## src/rtl/axi_lite_arb2_if.sv

```systemverilog
// rtl/axi_lite_arb2_if.sv - AXI-lite bundle (AR, R, AW, W, B) shared by requesters and slave
// master modport: drives ar/aw/w valid+payload, r_ready, b_ready
// slave modport : drives ar/aw/w ready, r valid+data+resp, b valid+resp
interface axi_lite_arb2_if #(
    parameter int ADDR_W = 32,
    parameter int DATA_W = 32
);
    logic                  ar_valid;
    logic [ADDR_W-1:0]     ar_addr;
    logic                  ar_ready;
    logic                  r_valid;
    logic [DATA_W-1:0]     r_data;
    logic [1:0]            r_resp;
    logic                  r_ready;
    logic                  aw_valid;
    logic [ADDR_W-1:0]     aw_addr;
    logic                  aw_ready;
    logic                  w_valid;
    logic [DATA_W-1:0]     w_data;
    logic [DATA_W/8-1:0]   w_strb;
    logic                  w_ready;
    logic                  b_valid;
    logic [1:0]            b_resp;
    logic                  b_ready;

    modport master (
        output ar_valid, ar_addr, input  ar_ready,
        input  r_valid, r_data, r_resp, output r_ready,
        output aw_valid, aw_addr, input  aw_ready,
        output w_valid, w_data, w_strb, input  w_ready,
        input  b_valid, b_resp, output b_ready
    );

    modport slave (
        input  ar_valid, ar_addr, output ar_ready,
        output r_valid, r_data, r_resp, input  r_ready,
        input  aw_valid, aw_addr, output aw_ready,
        input  w_valid, w_data, w_strb, output w_ready,
        output b_valid, b_resp, input  b_ready
    );
endinterface

```

## src/rtl/axi_lite_arb2.sv

```systemverilog
// rtl/axi_lite_arb2.sv - two-requester AXI-lite transaction arbiter (round-robin, whole transactions)
// clk_i   : clock
// rst_n_i : asynchronous active-low reset
// in0     : requester 0 (IFU) bundle, slave side
// in1     : requester 1 (LSU) bundle, slave side
// out     : bundle to the memory slave, master side
// gnt_o   : one-hot current owner, 0 when idle
// busy_o  : transaction in progress
module axi_lite_arb2 #(
    parameter int ADDR_W = 32,
    parameter int DATA_W = 32
) (
    input  logic                  clk_i,
    input  logic                  rst_n_i,
    axi_lite_arb2_if.slave        in0,
    axi_lite_arb2_if.slave        in1,
    axi_lite_arb2_if.master       out,
    output logic [1:0]            gnt_o,
    output logic                  busy_o
);

    typedef enum logic [2:0] {
        IDLE    = 3'd0,
        RD_ADDR = 3'd1,
        RD_RESP = 3'd2,
        WR_REQ  = 3'd3,
        WR_RESP = 3'd4
    } state_t;

    state_t state, state_nxt;
    logic   owner, owner_nxt;
    logic   last_gnt, last_gnt_nxt;
    logic   aw_done, aw_done_nxt;
    logic   w_done, w_done_nxt;

    // owner-selected requester signals
    logic                  own_ar_valid;
    logic [ADDR_W-1:0]     own_ar_addr;
    logic                  own_r_ready;
    logic                  own_aw_valid;
    logic [ADDR_W-1:0]     own_aw_addr;
    logic                  own_w_valid;
    logic [DATA_W-1:0]     own_w_data;
    logic [DATA_W/8-1:0]   own_w_strb;
    logic                  own_b_ready;

    assign own_ar_valid = owner ? in1.ar_valid : in0.ar_valid;
    assign own_ar_addr  = owner ? in1.ar_addr  : in0.ar_addr;
    assign own_r_ready  = owner ? in1.r_ready  : in0.r_ready;
    assign own_aw_valid = owner ? in1.aw_valid : in0.aw_valid;
    assign own_aw_addr  = owner ? in1.aw_addr  : in0.aw_addr;
    assign own_w_valid  = owner ? in1.w_valid  : in0.w_valid;
    assign own_w_data   = owner ? in1.w_data   : in0.w_data;
    assign own_w_strb   = owner ? in1.w_strb   : in0.w_strb;
    assign own_b_ready  = owner ? in1.b_ready  : in0.b_ready;

    logic st_rd_addr, st_rd_resp, st_wr_req, st_wr_resp;
    assign st_rd_addr = (state == RD_ADDR);
    assign st_rd_resp = (state == RD_RESP);
    assign st_wr_req  = (state == WR_REQ);
    assign st_wr_resp = (state == WR_RESP);

    // slave-facing side: valids only in the matching phase, AW/W suppressed once accepted
    assign out.ar_valid = st_rd_addr & own_ar_valid;
    assign out.ar_addr  = own_ar_addr;
    assign out.r_ready  = st_rd_resp & own_r_ready;
    assign out.aw_valid = st_wr_req & ~aw_done & own_aw_valid;
    assign out.aw_addr  = own_aw_addr;
    assign out.w_valid  = st_wr_req & ~w_done & own_w_valid;
    assign out.w_data   = own_w_data;
    assign out.w_strb   = own_w_strb;
    assign out.b_ready  = st_wr_resp & own_b_ready;

    // requester-facing side: only the owner ever sees a ready or valid
    assign in0.ar_ready = ~owner & st_rd_addr & out.ar_ready;
    assign in0.r_valid  = ~owner & st_rd_resp & out.r_valid;
    assign in0.aw_ready = ~owner & st_wr_req & ~aw_done & out.aw_ready;
    assign in0.w_ready  = ~owner & st_wr_req & ~w_done & out.w_ready;
    assign in0.b_valid  = ~owner & st_wr_resp & out.b_valid;
    assign in0.r_data   = out.r_data;
    assign in0.r_resp   = out.r_resp;
    assign in0.b_resp   = out.b_resp;

    assign in1.ar_ready = owner & st_rd_addr & out.ar_ready;
    assign in1.r_valid  = owner & st_rd_resp & out.r_valid;
    assign in1.aw_ready = owner & st_wr_req & ~aw_done & out.aw_ready;
    assign in1.w_ready  = owner & st_wr_req & ~w_done & out.w_ready;
    assign in1.b_valid  = owner & st_wr_resp & out.b_valid;
    assign in1.r_data   = out.r_data;
    assign in1.r_resp   = out.r_resp;
    assign in1.b_resp   = out.b_resp;

    // arbitration: a lone requester wins, a tie goes to the one not served last
    logic req0, req1, pick, pick_ar;
    assign req0    = in0.ar_valid | in0.aw_valid;
    assign req1    = in1.ar_valid | in1.aw_valid;
    assign pick    = (req0 & req1) ? ~last_gnt : req1;
    assign pick_ar = pick ? in1.ar_valid : in0.ar_valid;

    logic ar_hs, r_hs, aw_hs, w_hs, b_hs, aw_fin, w_fin;
    assign ar_hs  = out.ar_valid & out.ar_ready;
    assign r_hs   = out.r_valid & out.r_ready;
    assign aw_hs  = out.aw_valid & out.aw_ready;
    assign w_hs   = out.w_valid & out.w_ready;
    assign b_hs   = out.b_valid & out.b_ready;
    assign aw_fin = aw_done | aw_hs;
    assign w_fin  = w_done | w_hs;

    always_comb begin
        state_nxt    = state;
        owner_nxt    = owner;
        last_gnt_nxt = last_gnt;
        aw_done_nxt  = aw_done;
        w_done_nxt   = w_done;
        unique case (state)
            IDLE: begin
                if (req0 | req1) begin
                    owner_nxt = pick;
                    state_nxt = pick_ar ? RD_ADDR : WR_REQ;
                end
            end
            RD_ADDR: begin
                if (ar_hs) state_nxt = RD_RESP;
            end
            RD_RESP: begin
                if (r_hs) begin
                    state_nxt    = IDLE;
                    last_gnt_nxt = owner;
                end
            end
            WR_REQ: begin
                if (aw_fin && w_fin) begin
                    state_nxt   = WR_RESP;
                    aw_done_nxt = 1'b0;
                    w_done_nxt  = 1'b0;
                end else begin
                    aw_done_nxt = aw_fin;
                    w_done_nxt  = w_fin;
                end
            end
            WR_RESP: begin
                if (b_hs) begin
                    state_nxt    = IDLE;
                    last_gnt_nxt = owner;
                end
            end
            default: state_nxt = IDLE;
        endcase
    end

    always_ff @(posedge clk_i or negedge rst_n_i) begin
        if (!rst_n_i) begin
            state    <= IDLE;
            owner    <= 1'b0;
            last_gnt <= 1'b1;
            aw_done  <= 1'b0;
            w_done   <= 1'b0;
        end else begin
            state    <= state_nxt;
            owner    <= owner_nxt;
            last_gnt <= last_gnt_nxt;
            aw_done  <= aw_done_nxt;
            w_done   <= w_done_nxt;
        end
    end

    assign busy_o = (state != IDLE);
    assign gnt_o  = {busy_o & owner, busy_o & ~owner};

endmodule

```

## src/flat_wrapper.sv

```systemverilog
// flat-port wrapper written by rule: the top's interface ports become plain ports
module axi_lite_arb2_flat 
#(
    parameter int ADDR_W = 32,
    parameter int DATA_W = 32
)
  (clk_i, rst_n_i, gnt_o, busy_o, in0_ar_valid, in0_ar_addr, in0_ar_ready, in0_r_valid, in0_r_data, in0_r_resp, in0_r_ready, in0_aw_valid, in0_aw_addr, in0_aw_ready, in0_w_valid, in0_w_data, in0_w_strb, in0_w_ready, in0_b_valid, in0_b_resp, in0_b_ready, in1_ar_valid, in1_ar_addr, in1_ar_ready, in1_r_valid, in1_r_data, in1_r_resp, in1_r_ready, in1_aw_valid, in1_aw_addr, in1_aw_ready, in1_w_valid, in1_w_data, in1_w_strb, in1_w_ready, in1_b_valid, in1_b_resp, in1_b_ready, out_ar_valid, out_ar_addr, out_ar_ready, out_r_valid, out_r_data, out_r_resp, out_r_ready, out_aw_valid, out_aw_addr, out_aw_ready, out_w_valid, out_w_data, out_w_strb, out_w_ready, out_b_valid, out_b_resp, out_b_ready);
  axi_lite_arb2_if #(.ADDR_W(ADDR_W), .DATA_W(DATA_W)) in0_i ();
  axi_lite_arb2_if #(.ADDR_W(ADDR_W), .DATA_W(DATA_W)) in1_i ();
  axi_lite_arb2_if #(.ADDR_W(ADDR_W), .DATA_W(DATA_W)) out_i ();
  input  logic clk_i;
  input  logic rst_n_i;
  output logic [1:0] gnt_o;
  output logic busy_o;
  input wire logic [$bits(in0_i.ar_valid)-1:0] in0_ar_valid;
  input wire logic [$bits(in0_i.ar_addr)-1:0] in0_ar_addr;
  output wire logic [$bits(in0_i.ar_ready)-1:0] in0_ar_ready;
  output wire logic [$bits(in0_i.r_valid)-1:0] in0_r_valid;
  output wire logic [$bits(in0_i.r_data)-1:0] in0_r_data;
  output wire logic [$bits(in0_i.r_resp)-1:0] in0_r_resp;
  input wire logic [$bits(in0_i.r_ready)-1:0] in0_r_ready;
  input wire logic [$bits(in0_i.aw_valid)-1:0] in0_aw_valid;
  input wire logic [$bits(in0_i.aw_addr)-1:0] in0_aw_addr;
  output wire logic [$bits(in0_i.aw_ready)-1:0] in0_aw_ready;
  input wire logic [$bits(in0_i.w_valid)-1:0] in0_w_valid;
  input wire logic [$bits(in0_i.w_data)-1:0] in0_w_data;
  input wire logic [$bits(in0_i.w_strb)-1:0] in0_w_strb;
  output wire logic [$bits(in0_i.w_ready)-1:0] in0_w_ready;
  output wire logic [$bits(in0_i.b_valid)-1:0] in0_b_valid;
  output wire logic [$bits(in0_i.b_resp)-1:0] in0_b_resp;
  input wire logic [$bits(in0_i.b_ready)-1:0] in0_b_ready;
  input wire logic [$bits(in1_i.ar_valid)-1:0] in1_ar_valid;
  input wire logic [$bits(in1_i.ar_addr)-1:0] in1_ar_addr;
  output wire logic [$bits(in1_i.ar_ready)-1:0] in1_ar_ready;
  output wire logic [$bits(in1_i.r_valid)-1:0] in1_r_valid;
  output wire logic [$bits(in1_i.r_data)-1:0] in1_r_data;
  output wire logic [$bits(in1_i.r_resp)-1:0] in1_r_resp;
  input wire logic [$bits(in1_i.r_ready)-1:0] in1_r_ready;
  input wire logic [$bits(in1_i.aw_valid)-1:0] in1_aw_valid;
  input wire logic [$bits(in1_i.aw_addr)-1:0] in1_aw_addr;
  output wire logic [$bits(in1_i.aw_ready)-1:0] in1_aw_ready;
  input wire logic [$bits(in1_i.w_valid)-1:0] in1_w_valid;
  input wire logic [$bits(in1_i.w_data)-1:0] in1_w_data;
  input wire logic [$bits(in1_i.w_strb)-1:0] in1_w_strb;
  output wire logic [$bits(in1_i.w_ready)-1:0] in1_w_ready;
  output wire logic [$bits(in1_i.b_valid)-1:0] in1_b_valid;
  output wire logic [$bits(in1_i.b_resp)-1:0] in1_b_resp;
  input wire logic [$bits(in1_i.b_ready)-1:0] in1_b_ready;
  output wire logic [$bits(out_i.ar_valid)-1:0] out_ar_valid;
  output wire logic [$bits(out_i.ar_addr)-1:0] out_ar_addr;
  input wire logic [$bits(out_i.ar_ready)-1:0] out_ar_ready;
  input wire logic [$bits(out_i.r_valid)-1:0] out_r_valid;
  input wire logic [$bits(out_i.r_data)-1:0] out_r_data;
  input wire logic [$bits(out_i.r_resp)-1:0] out_r_resp;
  output wire logic [$bits(out_i.r_ready)-1:0] out_r_ready;
  output wire logic [$bits(out_i.aw_valid)-1:0] out_aw_valid;
  output wire logic [$bits(out_i.aw_addr)-1:0] out_aw_addr;
  input wire logic [$bits(out_i.aw_ready)-1:0] out_aw_ready;
  output wire logic [$bits(out_i.w_valid)-1:0] out_w_valid;
  output wire logic [$bits(out_i.w_data)-1:0] out_w_data;
  output wire logic [$bits(out_i.w_strb)-1:0] out_w_strb;
  input wire logic [$bits(out_i.w_ready)-1:0] out_w_ready;
  input wire logic [$bits(out_i.b_valid)-1:0] out_b_valid;
  input wire logic [$bits(out_i.b_resp)-1:0] out_b_resp;
  output wire logic [$bits(out_i.b_ready)-1:0] out_b_ready;
  assign in0_i.ar_valid = in0_ar_valid;
  assign in0_i.ar_addr = in0_ar_addr;
  assign in0_ar_ready = in0_i.ar_ready;
  assign in0_r_valid = in0_i.r_valid;
  assign in0_r_data = in0_i.r_data;
  assign in0_r_resp = in0_i.r_resp;
  assign in0_i.r_ready = in0_r_ready;
  assign in0_i.aw_valid = in0_aw_valid;
  assign in0_i.aw_addr = in0_aw_addr;
  assign in0_aw_ready = in0_i.aw_ready;
  assign in0_i.w_valid = in0_w_valid;
  assign in0_i.w_data = in0_w_data;
  assign in0_i.w_strb = in0_w_strb;
  assign in0_w_ready = in0_i.w_ready;
  assign in0_b_valid = in0_i.b_valid;
  assign in0_b_resp = in0_i.b_resp;
  assign in0_i.b_ready = in0_b_ready;
  assign in1_i.ar_valid = in1_ar_valid;
  assign in1_i.ar_addr = in1_ar_addr;
  assign in1_ar_ready = in1_i.ar_ready;
  assign in1_r_valid = in1_i.r_valid;
  assign in1_r_data = in1_i.r_data;
  assign in1_r_resp = in1_i.r_resp;
  assign in1_i.r_ready = in1_r_ready;
  assign in1_i.aw_valid = in1_aw_valid;
  assign in1_i.aw_addr = in1_aw_addr;
  assign in1_aw_ready = in1_i.aw_ready;
  assign in1_i.w_valid = in1_w_valid;
  assign in1_i.w_data = in1_w_data;
  assign in1_i.w_strb = in1_w_strb;
  assign in1_w_ready = in1_i.w_ready;
  assign in1_b_valid = in1_i.b_valid;
  assign in1_b_resp = in1_i.b_resp;
  assign in1_i.b_ready = in1_b_ready;
  assign out_ar_valid = out_i.ar_valid;
  assign out_ar_addr = out_i.ar_addr;
  assign out_i.ar_ready = out_ar_ready;
  assign out_i.r_valid = out_r_valid;
  assign out_i.r_data = out_r_data;
  assign out_i.r_resp = out_r_resp;
  assign out_r_ready = out_i.r_ready;
  assign out_aw_valid = out_i.aw_valid;
  assign out_aw_addr = out_i.aw_addr;
  assign out_i.aw_ready = out_aw_ready;
  assign out_w_valid = out_i.w_valid;
  assign out_w_data = out_i.w_data;
  assign out_w_strb = out_i.w_strb;
  assign out_i.w_ready = out_w_ready;
  assign out_i.b_valid = out_b_valid;
  assign out_i.b_resp = out_b_resp;
  assign out_b_ready = out_i.b_ready;
  axi_lite_arb2 #(.ADDR_W(ADDR_W), .DATA_W(DATA_W)) u_core (.clk_i(clk_i), .rst_n_i(rst_n_i), .in0(in0_i), .in1(in1_i), .out(out_i), .gnt_o(gnt_o), .busy_o(busy_o));
endmodule
```

## config.mk

```make
export PLATFORM = sky130hd
export DESIGN_NAME = axi_lite_arb2_flat
export DESIGN_NICKNAME = d
export VERILOG_FILES = /design/src/rtl/axi_lite_arb2_if.sv /design/src/rtl/axi_lite_arb2.sv /design/src/flat_wrapper.sv
export SDC_FILE = /design/constraint.sdc
export NUM_CORES = 1
export LEC_CHECK = 0
export BUFFER_PORTS_ARGS = -buffer_cell sky130_fd_sc_hd__buf_4
export CORE_AREA = 5 5 170 172
export CTS_CLUSTER_SIZE = 24
export DETAILED_ROUTE_END_ITERATION = 6
export DIE_AREA = 0 0 175 177
export PLACE_DENSITY = 0.34
export SLEW_MARGIN = 25
export SYNTH_ARGS = -nofsm -noshare
export SYNTH_HDL_FRONTEND = slang
export SYNTH_SLANG_ARGS = --single-unit
```

## constraint.sdc

```tcl
create_clock -name clk_i -period 3.8 [get_ports clk_i]
set_input_delay 0.57 -clock clk_i [delete_from_list [all_inputs] [get_ports clk_i]]
set_output_delay 0.57 -clock clk_i [all_outputs]
set_load 0.01 [all_outputs]
```

; Yosys cells after proc, flatten, opt, wreduce, memory -nomap -nowiden
; Cells that the tools add are included.
[totals]
regBits = 7
inputBits = 253
[op_classes]
n_eq_ne = 9
muxes = 23
bitwise = 46
reduce_logical = 7
[ops]
columns = op, n
row1 = $mux W32, 3
row2 = $and A1 B1 Y1, 37
row3 = $mux W3, 5
row4 = $pmux W3 S5, 1
row5 = $mux W1, 11
row6 = $ne A2 B2 Y1 const B, 4
row7 = $eq A3 B2 Y1 const B, 2
row8 = $or A1 B1 Y1, 5
row9 = $reduce_and A5 Y1, 1
row10 = $mux W4, 1
row11 = $not A1 Y1, 4
row12 = $eq A3 B1 Y1 const B, 1
row13 = $eq A3 B3 Y1 const B, 1
row14 = $logic_not A3 Y1, 1
row15 = $reduce_and A3 Y1, 1
row16 = $reduce_bool A3 Y1, 1
row17 = $mux W2, 1
row18 = $ne A2 B1 Y1 const B, 1
row19 = $pmux W1 S2, 1
row20 = $reduce_and A2 Y1, 1
row21 = $reduce_bool A2 Y1, 1
row22 = $logic_and A1 B1 Y1, 1

; Longest topological paths before layout
[depth]
depth_word = 8
ltp_mapped = 6

; Worst setup path after synthesis
; No wires, ideal clock.
[synth_path]
kind = register to output
start = register u_core.owner
end = output out_ar_addr[3]
t_arrival_ns = 1.463
path_slack_ns = 1.767
stages_incl_launch_ff = 6
n_path_buf = 4
cell_sequence = dfrtp_1 -> buf_6 -> clkbuf_1 -> buf_2 -> buf_2 -> mux2_2
[synth_between]
elab_chain_len = 1
[synth_lines]
columns = item, line
row1 = "start, declared", axi_lite_arb2.sv:31  ; logic owner, owner_nxt;
row2 = "start signal, assigned", axi_lite_arb2.sv:160  ; owner <= owner_nxt;
row3 = $mux W32, axi_lite_arb2.sv:48  ; assign own_ar_addr = owner ? in1.ar_addr : in0.ar_addr;
row4 = "end, declared", flat_wrapper.sv:50  ; output wire logic [$bits(out_i.ar_addr)-1:0] out_ar_addr;
; No other way between the ends.

; Worst setup path in the final report
[layout_path]
start = register u_core.owner
end = output out_w_data[9]
[layout_between]
elab_chain_len = 1
[layout_lines]
columns = item, line
row1 = $mux W32, axi_lite_arb2.sv:53  ; assign own_w_data = owner ? in1.w_data : in0.w_data;
row2 = "end, declared", flat_wrapper.sv:60  ; output wire logic [$bits(out_i.w_data)-1:0] out_w_data;
; No other way between the ends.

==> flow_summary.ini <==
[outcome]
status = complete, no violations

[timing]
relSlewSlack_pct = 68.7
slew_violations = 0
finalHoldViolations = 0
fin_ws_ns = 1.39
fin_setup_tns_ns = 0
finalSetupViolCount = 0
finClkSkew_ns = 0.00221
min_period_ns = 2.41
max_freq_ghz = 0.416
tightest_slew_ns = 0.465
fin_crit_sh_pct = 63.3
rsz0062_at_grt = no

[die]
die_w_um = 175
die_area_sq_um = 31000
io_pins = 443
rows = 61
start_util_pct = 8.67
die_height_um = 177
core_sq_um = 27300

[layout]
drive_above_1_share_pct = 87.9
fillers = 3108
syn2layout_area_growth_pct = 102
layout.cells.non_filler = 858
nets = 766
insertedDiodeCount = 0

[routing]
ant_nets = 0
drtIter0Drc = 75
wl_per_cell_um = 16.8
drc = 0
vias_per_cell = 3.20
via_count = 2742
routed_wl_um = 14400
dr.pass1.iters = 4

[logic_synthesis]
yosys_warnings = 0
synth_largest_area_cell = mux2_2
synthFlopType = dfrtp_1
ys_ff_latch = 7
synthArstFlopShare_pct = 100
synth.most_common_cell = mux2_2
synth_nets = 514
seq_area_frac_synth_pct = 7.44
synthTopCellsByCount = mux2_2, buf_4, nor2_1
syn_avg_cell_area_sq_um = 9.08
synth_edf_count = 0
synth_top_cell_area_share_pct = 48.5
synth_area_leaders = mux2_2, buf_4, dfrtp_1, buf_2, nor2_1
syn_inst = 261
syn_area_sq_um = 2370
ys_types = 34

[worst_setup_path]
arrival_ns = 1.84
rrSetupSlack_ns = 1.85
timing.rr.end = u_core.state[1]
r2r_start = u_core.owner
critPathCaptureType = primary output
path_class = reg2out
r2r_cells = 4
worstPathRequired_ns = 3.23
path_max_fanout = 34
start_kind = flop

[global_route]
antenna_found_initial = 0
grt_use_total_pct = 8.04
grt_max_degree = 68
grt_pass1_wl_um = 19400
grt_overflow = 0
grt_pass1_vias = 2924

[place]
dp_hpwl_um = 12800
dp.cells = 854
port_buffers = 334
place_congestion = 0.695
pre_cts_slack_ns = 1.60

[clocking]
cts_tree = yes
root_buffer = clkbuf_16
h-tree-depth = 1
cts.sink_count = 7
cts_made_buffers = 3
cts_hold_buf = 0
clk_pin_slew_ns = 0.04
cts_resized = 0
clk-insertion-delay-late_ns = 0.23
cts_setup_buffers = 0
ctsLongestPathBuffers = 2

[power]
p_total_w = 0.00217
power_density_nw_per_um2 = 454
leakagePower_nw = 2.34
ir_drop_v = 0.000172

[hold_path]
hold_path.class = in2async

[flow_run]
cap_violations = 0
-- per-stage QoR --
step	hold slack [ns]	utilization [%]	instance area, sq um
after floorplan	0.274	-	2370
after global placement	0.396	17.2	4700
after detailed placement	0.393	17.2	4700
after CTS	0.146	17.5	4780
after global routing	0.154	17.5	4780
final	0.143	17.5	4780
-- report_power, final --
part	total, W	switching, W	internal [W]	leakage (nW)
Combinational	0.00179	0.000777	0.00101	2.22
Sequential	0.000199	0.0000826	0.000116	0.0833
Clock	0.000182	0.0000420	0.000140	0.0382
Total	0.00217	0.000902	0.00127	2.34
-- layout make-up --
class	instances	area (sq um)	share of cell area [%]
clock buffer	4	78.8	1.65
inverter	3	11.3	0.236
multi-input combinational	162	1540	32.3
sequential	7	180	3.77
tap	346	433	9.06
timing repair buffer	336	2530	53.0
-- layout by cell type (no fill, tap or decap), drive strengths merged --
| cell | count |
|---|---|
| nand3b | 1 |
| mux2 | 103 |
| o21bai | 1 |
| or3 | 1 |
| dfstp | 1 |
| o21ba | 1 |
| nand2 | 4 |
| o21ai | 3 |
| nand2b | 3 |
| or3b | 1 |
| and2 | 2 |
| o22a | 3 |
| o311ai | 1 |
| nor3 | 5 |
| nor2 | 14 |
| mux2i | 4 |
| nand3 | 2 |
| a21oi | 1 |
| dfrtp | 6 |
| buf | 336 |
| clkbuf | 4 |
| a221oi | 1 |
| o22ai | 2 |
| nor2b | 2 |
| and3 | 1 |
| nor4b | 1 |
| inv | 3 |
| nor4 | 3 |
| a31oi | 1 |
| nor3b | 1 |
-- critical path, stage by stage (launching register included) --
cell	delay (ns)
dfrtp_4	0.57
buf_4	0.44
mux2_2	0.40
buf_4	0.16
-- how the worst max path moves through the flow --
| stage | endpoint | startpoint | slack (ns) |
|---|---|---|---|
| floorplan | out_ar_addr[3] | u_core.owner | 1.77 |
| global placement | out_w_data[6] | u_core.owner | 1.58 |
| detailed placement | out_w_data[6] | u_core.owner | 1.60 |
| CTS | out_w_data[6] | u_core.owner | 1.34 |
| global route | out_w_data[6] | u_core.owner | 1.30 |
| finish | out_w_data[9] | u_core.owner | 1.39 |
-- layer usage --
layer  vias up  GRT usage [%]  routed length [um]
met4         0           1.21                 144
met1      1210           9.50                5500
li1       1349              -                   -
met3        24           2.24                1090
met5         -              0                   0
met2       159           14.8                7640
-- kinds of logic after synthesis --
kind of cell           share of synthesized area (%)
AO/OA/AOI/OAI                                   4.75
AND/OR/NAND/NOR                                 9.50
flip-flops                                      7.44
multiplexers                                    50.8
buffers and inverters                           27.5
-- sequential cells by signal (all words and copies together) (netlist names) --
signal / count
u_core.aw_done: 1
u_core.w_done: 1
u_core.owner: 1
u_core.state: 3
u_core.last_gnt: 1
Note: power is estimated with default switching activity, not from simulation.
